**src/rtl/serial_add_ctrl.sv**
```systemverilog
// serial_add_ctrl: bit-serial add/subtract sequencer around one shared 1-bit
// full-adder cell. Operands are shifted out LSB first, one bit per clock. The
// result register only changes when an operation completes.
module serial_add_ctrl #(
    parameter int WIDTH = 8
) (
    input  logic             clk_in,
    input  logic             rst_in,
    input  logic             start_in,
    input  logic             sub_in,
    input  logic [WIDTH-1:0] a_in,
    input  logic [WIDTH-1:0] b_in,
    output logic             busy_out,
    output logic             done_out,
    output logic [WIDTH-1:0] sum_out,
    output logic             carry_out
);

    localparam int CW = (WIDTH > 1) ? $clog2(WIDTH) : 1;
    localparam logic [CW-1:0] LAST_BIT = CW'(WIDTH - 1);

    typedef enum logic [1:0] {
        IDLE,
        ADD,
        DONE
    } state_t;

    state_t           state_q, state_d;
    logic [WIDTH-1:0] aShift_q, aShift_d;
    logic [WIDTH-1:0] bShift_q, bShift_d;
    logic [WIDTH-1:0] partSum_q, partSum_d;
    logic [WIDTH-1:0] sum_q, sum_d;
    logic             carryFf_q, carryFf_d;
    logic             resCarry_q, resCarry_d;
    logic [CW-1:0]    bitCnt_q, bitCnt_d;

    logic haSum, haCarry1, haCarry2, cellSum, cellCarry;

    // Shared 1-bit adder cell: two half-adder stages joined by a carry OR.
    always_comb begin
        haSum     = aShift_q[0] ^ bShift_q[0];
        haCarry1  = aShift_q[0] & bShift_q[0];
        cellSum   = haSum ^ carryFf_q;
        haCarry2  = haSum & carryFf_q;
        cellCarry = haCarry1 | haCarry2;
    end

    // Next-state logic. Subtraction is A + ~B + 1: B is inverted on capture
    // and the carry FF is seeded with 1. The result register is loaded on the
    // edge that ends the last ADD cycle, so it is already valid during the
    // DONE cycle in which done_out pulses.
    always_comb begin
        state_d    = state_q;
        aShift_d   = aShift_q;
        bShift_d   = bShift_q;
        partSum_d  = partSum_q;
        sum_d      = sum_q;
        carryFf_d  = carryFf_q;
        resCarry_d = resCarry_q;
        bitCnt_d   = bitCnt_q;
        case (state_q)
            IDLE: begin
                if (start_in) begin
                    aShift_d  = a_in;
                    bShift_d  = sub_in ? ~b_in : b_in;
                    carryFf_d = sub_in;
                    bitCnt_d  = '0;
                    partSum_d = '0;
                    state_d   = ADD;
                end
            end
            ADD: begin
                partSum_d = {cellSum, partSum_q[WIDTH-1:1]};
                aShift_d  = aShift_q >> 1;
                bShift_d  = bShift_q >> 1;
                carryFf_d = cellCarry;
                bitCnt_d  = bitCnt_q + 1'b1;
                if (bitCnt_q == LAST_BIT) begin
                    sum_d      = {cellSum, partSum_q[WIDTH-1:1]};
                    resCarry_d = cellCarry;
                    bitCnt_d   = '0;
                    state_d    = DONE;
                end
            end
            DONE: begin
                state_d = IDLE;
            end
            default: begin
                state_d = IDLE;
            end
        endcase
    end

    // State and datapath registers; reset aborts any operation in flight.
    always_ff @(posedge clk_in or posedge rst_in) begin
        if (rst_in) begin
            state_q    <= IDLE;
            aShift_q   <= '0;
            bShift_q   <= '0;
            partSum_q  <= '0;
            sum_q      <= '0;
            carryFf_q  <= 1'b0;
            resCarry_q <= 1'b0;
            bitCnt_q   <= '0;
        end else begin
            state_q    <= state_d;
            aShift_q   <= aShift_d;
            bShift_q   <= bShift_d;
            partSum_q  <= partSum_d;
            sum_q      <= sum_d;
            carryFf_q  <= carryFf_d;
            resCarry_q <= resCarry_d;
            bitCnt_q   <= bitCnt_d;
        end
    end

    // Status flags come straight from the state; results from the registers.
    always_comb begin
        busy_out  = (state_q != IDLE);
        done_out  = (state_q == DONE);
        sum_out   = sum_q;
        carry_out = resCarry_q;
    end

endmodule

```
**config.mk**
```make
export PLATFORM = sky130hd
export DESIGN_NAME = serial_add_ctrl
export DESIGN_NICKNAME = d
export VERILOG_FILES = /design/src/rtl/serial_add_ctrl.sv
export SDC_FILE = /design/constraint.sdc
export NUM_CORES = 1
export LEC_CHECK = 0
export BUFFER_PORTS_ARGS = -buffer_cell sky130_fd_sc_hd__buf_2
export CAP_MARGIN = 10
export CORE_ASPECT_RATIO = 0.75
export CORE_MARGIN = 5
export CORE_UTILIZATION = 60
export CTS_BUF_LIST = sky130_fd_sc_hd__clkbuf_4 sky130_fd_sc_hd__clkbuf_8
export CTS_CLUSTER_DIAMETER = 120
export DETAILED_ROUTE_END_ITERATION = 8
export GPL_ROUTABILITY_DRIVEN = 0
export PLACE_DENSITY = 0.85
export SYNTH_ARGS = -nofsm -noshare
export SYNTH_HDL_FRONTEND = slang
export SYNTH_SLANG_ARGS = --single-unit
```
**constraint.sdc**
```tcl
create_clock -name clk_in -period 2.6 [get_ports clk_in]
set_input_delay 0 -clock clk_in [delete_from_list [all_inputs] [get_ports clk_in]]
set_output_delay 0 -clock clk_in [all_outputs]
set_load 0.05 [all_outputs]
```
; ---- Yosys cells after proc, flatten, opt, wreduce, memory -nomap -nowiden
; Index checks and enable logic that the tools add are counted.
; W data, S select, Z words.
[word_totals]
wordCells = 41
reg_bits = 39
[op_classes]
n_mux = 15
bitwise = 6
eq_ne = 5
addsub = 1
n_reduce_logical = 6
[ops]
columns = cell, n
row1 = $pmux W8 S2, 3
row2 = $mux W8, 4
row3 = $not A8 Y8, 1
row4 = $mux W3, 2
row5 = $pmux W3 S2, 1
row6 = $reduce_and A2 Y1, 3
row7 = $mux W2, 2
row8 = $ne A2 B2 Y1 const B, 2
row9 = $pmux W2 S2, 1
row10 = $reduce_bool A2 Y1, 2
row11 = $add A3 B1 Y3 const B, 1
row12 = $eq A3 B3 Y1 const B, 1
row13 = $and A1 B1 Y1, 2
row14 = $eq A2 B1 Y1 const B, 1
row15 = $eq A2 B2 Y1 const B, 1
row16 = $logic_not A2 Y1, 1
row17 = $pmux W1 S2, 1
row18 = $xor A1 B1 Y1, 2
row19 = $mux W1, 1
row20 = $or A1 B1 Y1, 1

; ---- Longest topological paths before layout
[logic_depth]
word_depth = 4
ltp_mapped = 5
ltp_nobuf = 4

; ---- Worst setup path after synthesis
; Ideal clock, no wire load.
[synth_timing]
path_kind = reg-to-output
from = register state_q[1]
to = output done_out
stages_incl_launch_ff = 4
t_required_ps = 2600
arrival_time_ps = 1438
path_buffers = 2
path_slack_ps = 1162
path_cell_list = dfrtp_1 buf_2 clkbuf_1 nor2b_1
[synth_between]
elab_chain_len = 1
[synth_rtl]
columns = element, line
row1 = from (decl), 28  ; state_t state_q, state_d;
row2 = from (signal assigned), 106  ; state_q <= state_d;
row3 = $eq A2 B2 Y1, 120  ; done_out = (state_q == DONE);
row4 = to (decl), 14  ; output logic done_out,
; Every way passes these cells.

; ---- Worst setup path after layout
[layout_timing]
from = register state_q[0]
to = register sum_q[0], in the netlist sum_out[0]
[layout_between]
elab_chain_len = 2
[layout_rtl]
columns = element, line
row1 = $eq A2 B1 Y1, 61  ; case (state_q)
row2 = $reduce_and A2 Y1 (no source line), --
row3 = to (signal assigned), 110  ; sum_q <= sum_d;
row4 = to (decl), 32  ; logic [WIDTH-1:0] sum_q, sum_d;
; Every way passes these cells.
; A chain may end at the register's enable or synchronous reset.

==> impl_metrics.toml <==
[status]
status = "finished clean"

[global_route]
grt_max_degree = 39
grt_pass1_wl_mm = 6.02
first_global_vias = 1271
grt.overflow.total = 0
antenna_found_initial = 0
grt_use_total_pct = 19.9

[timing]
worst_slew_pin_slew_ns = 0.812
relSlewSlack_pct = 45.9
tns_ns = 0
rsz0062_at_grt = "no"
fmax_ghz = 0.542
final-max-slew-violation-count = 0
hold_viol_final = 0
finalSetupViolCount = 0
fin_skew_ns = 0.00699
finalCriticalPeriod_ns = 1.85
fin_crit_sh_pct = 71.0

[routing]
drt_wl_total_mm = 3.60
dr_total_vias = 1208
drtPass1Iterations = 4
drc_errors = 0
viasPerCell = 5.86
antenna_left = 0
drt_iter0_markers = 95
wire_per_inst_um = 17.5

[layout]
final_cell_mix = "38 x dfrtp_1, 30 x buf_2, 15 x and3b_1"
drive_gt1_share_pct = 31.0
final_common_cell = "dfrtp_1"
stdcell_area_um2 = 2060
final.fill_count = 204
final_nets = 191
insertedDiodeCount = 0
area_growth_pct = 15.3

[place]
port_buffers = 30
placed_area_um2 = 1930
dp_hpwl_mm = 2.48

[setup_path]
critPathSlowestCell = "dfrtp_1"
r2r_slack_ns = 0.75
r2r_cells = 3
cp_slowest_stage_delay_ns = 0.87
r2r_end = "sum_out[0]"
endpoint_kind = "register"
required_ns = 2.78
crit_chain = "and2b_4 -> nand2_4 -> mux2_4"
startpoint_type = "register"
critPathMaxFanout = 28
rr_startpoint = "state_q[0]"
critPathKind = "reg -> reg"
worstPathArrival_ns = 2.03

[yosys]
synth.avg_cell_area_um2 = 13.0
ys_ff_latch = 38
seq_area_frac_synth_pct = 53.2
syn_nets = 161
netlist-cell-type-count = 25
ys_warn_count = 0
synthCells = 138
netlist_area_um2 = 1790

[die]
start_util_pct = 61.8
fp.dieH_um = 57.3
dieWidth_um = 73.0
placementRows = 17
die-area_um2 = 4180
core_area_um2 = 2890
ios = 31

[pwr]
power.density_nw_per_um2 = 1260
p_leak_nw = 1.11
fin_total_pwr_w = 0.00261
peakVddDrop_v = 0.000577

[clocking]
cts_tree = "done"
clock_latency_ns = 0.29
cts_root_buf = "clkbuf_8"
clk_pin_slew_ns = 0.07
cts_setup_buffers = 0
clockBufferDepth = 2
cts_buffers = 5
ctsResizeCount = 0
cts.sinks = 38
h-tree-depth = 2

[run]
maxCapViolCount = 0

[min_path]
hp-start = "b_in[7]"
hold-path-endpoint = "bShift_q[7]"
holdPathStages = 3
hold_class = "in -> reg"
layout make-up:
type	instances	area (µm²)	share of cell area (%)
inverter	3	11.3	0.546
multi-input combinational	87	762	37.0
clock buffer	6	82.6	4.00
timing repair buffer	33	178	8.62
tap	38	47.5	2.31
sequential	38	951	46.1
clock inverter	1	30.0	1.46
how the worst max path moves through the flow:
stage	slack, ns	end	start	depth (start not counted)
floorplan	1.16	done_out	state_q[1]	3
global placement	0.87	sum_out[0]	state_q[0]	3
detailed placement	0.76	sum_out[0]	state_q[0]	3
CTS	0.75	sum_out[0]	state_q[0]	3
global route	0.65	carry_out	state_q[0]	3
finish	0.75	sum_out[0]	state_q[0]	3
report_power, final:
group	internal, W	total, W	leakage [nW]	switching [W]
clock	0.000307	0.000510	0.0573	0.000203
sequential	0.000827	0.00105	0.495	0.000222
combinational	0.000461	0.00105	0.558	0.000585
total	0.00160	0.00261	1.11	0.00101
synthesized netlist by cell type, drive strengths merged:
library cell  instances  area (µm²)
dfrtp                38         951
and3b                15         131
a22o                 12         105
mux2                  9         135
nand2                 9        41.3
a21oi                 8        40.0
buf                   8        55.1
o21ai                 8        40.0
xor2                  8        70.1
a221o                 7        70.1
inv                   3        11.3
clkbuf                2        8.75
ha                    2        25.0
nor2                  2        23.8
nor2b                 2        12.5
and2b                 1        10.0
fa                    1        20.0
mux2i                 1        10.0
o21bai                1        18.8
or2                   1        8.76
repair_timing:
action | CTS | global route
endpoints found under the hold margin | 39 | 0
setup endpoints to repair | 0 | 0
hold buffers | 2 | 0
critical path, delay by kind of cell, from the launching register on:
kind	cells	cell delay [ns]
multiplexers	1	0.33
AND/OR/NAND/NOR	2	0.52
flip-flops	1	0.87
cells by family after synthesis:
| kind of cell | Yosys count | share of synthesized area [%] |
|---|---|---|
| buf+inv | 13 | 4.20 |
| mux | 10 | 8.12 |
| compound gates | 36 | 15.3 |
| xor+xnor | 8 | 3.92 |
| fa+ha+maj | 3 | 2.52 |
| flops | 38 | 53.2 |
| simple gates | 30 | 12.7 |
through the flow:
step           hold slack [ns]  setup slack, ns  cells  util, %
2_1_floorplan            0.133             1.16    138        -
3_3_place_gp             0.119            0.869    197     66.7
3_5_place_dp             0.133            0.763    197     66.7
4_1_cts                 0.0984            0.751    206     71.3
5_1_grt                 0.0969            0.648    206     71.3
6_report                0.0945            0.754    206     71.3
registers in the layout, indices dropped and copies added, names as in the netlist:
name,count
aShift_q,8
bShift_q,8
bitCnt_q,3
carryFf_q,1
carry_out,1
partSum_q,7
state_q,2
sum_out,8
metal layers:
layer  wire, µm  track usage [%]  part of all wire (%)  vias to the layer above
li1           -                -                     -                      550
met5          0                0                     0                        -
met1       1530             23.0                    42                      617
met2       1770             32.5                    49                       34
met4         82             9.21                   2.3                        0
met3        222             7.75                   6.2                        7
No activity file was read; power rests on OpenSTA's default activity.
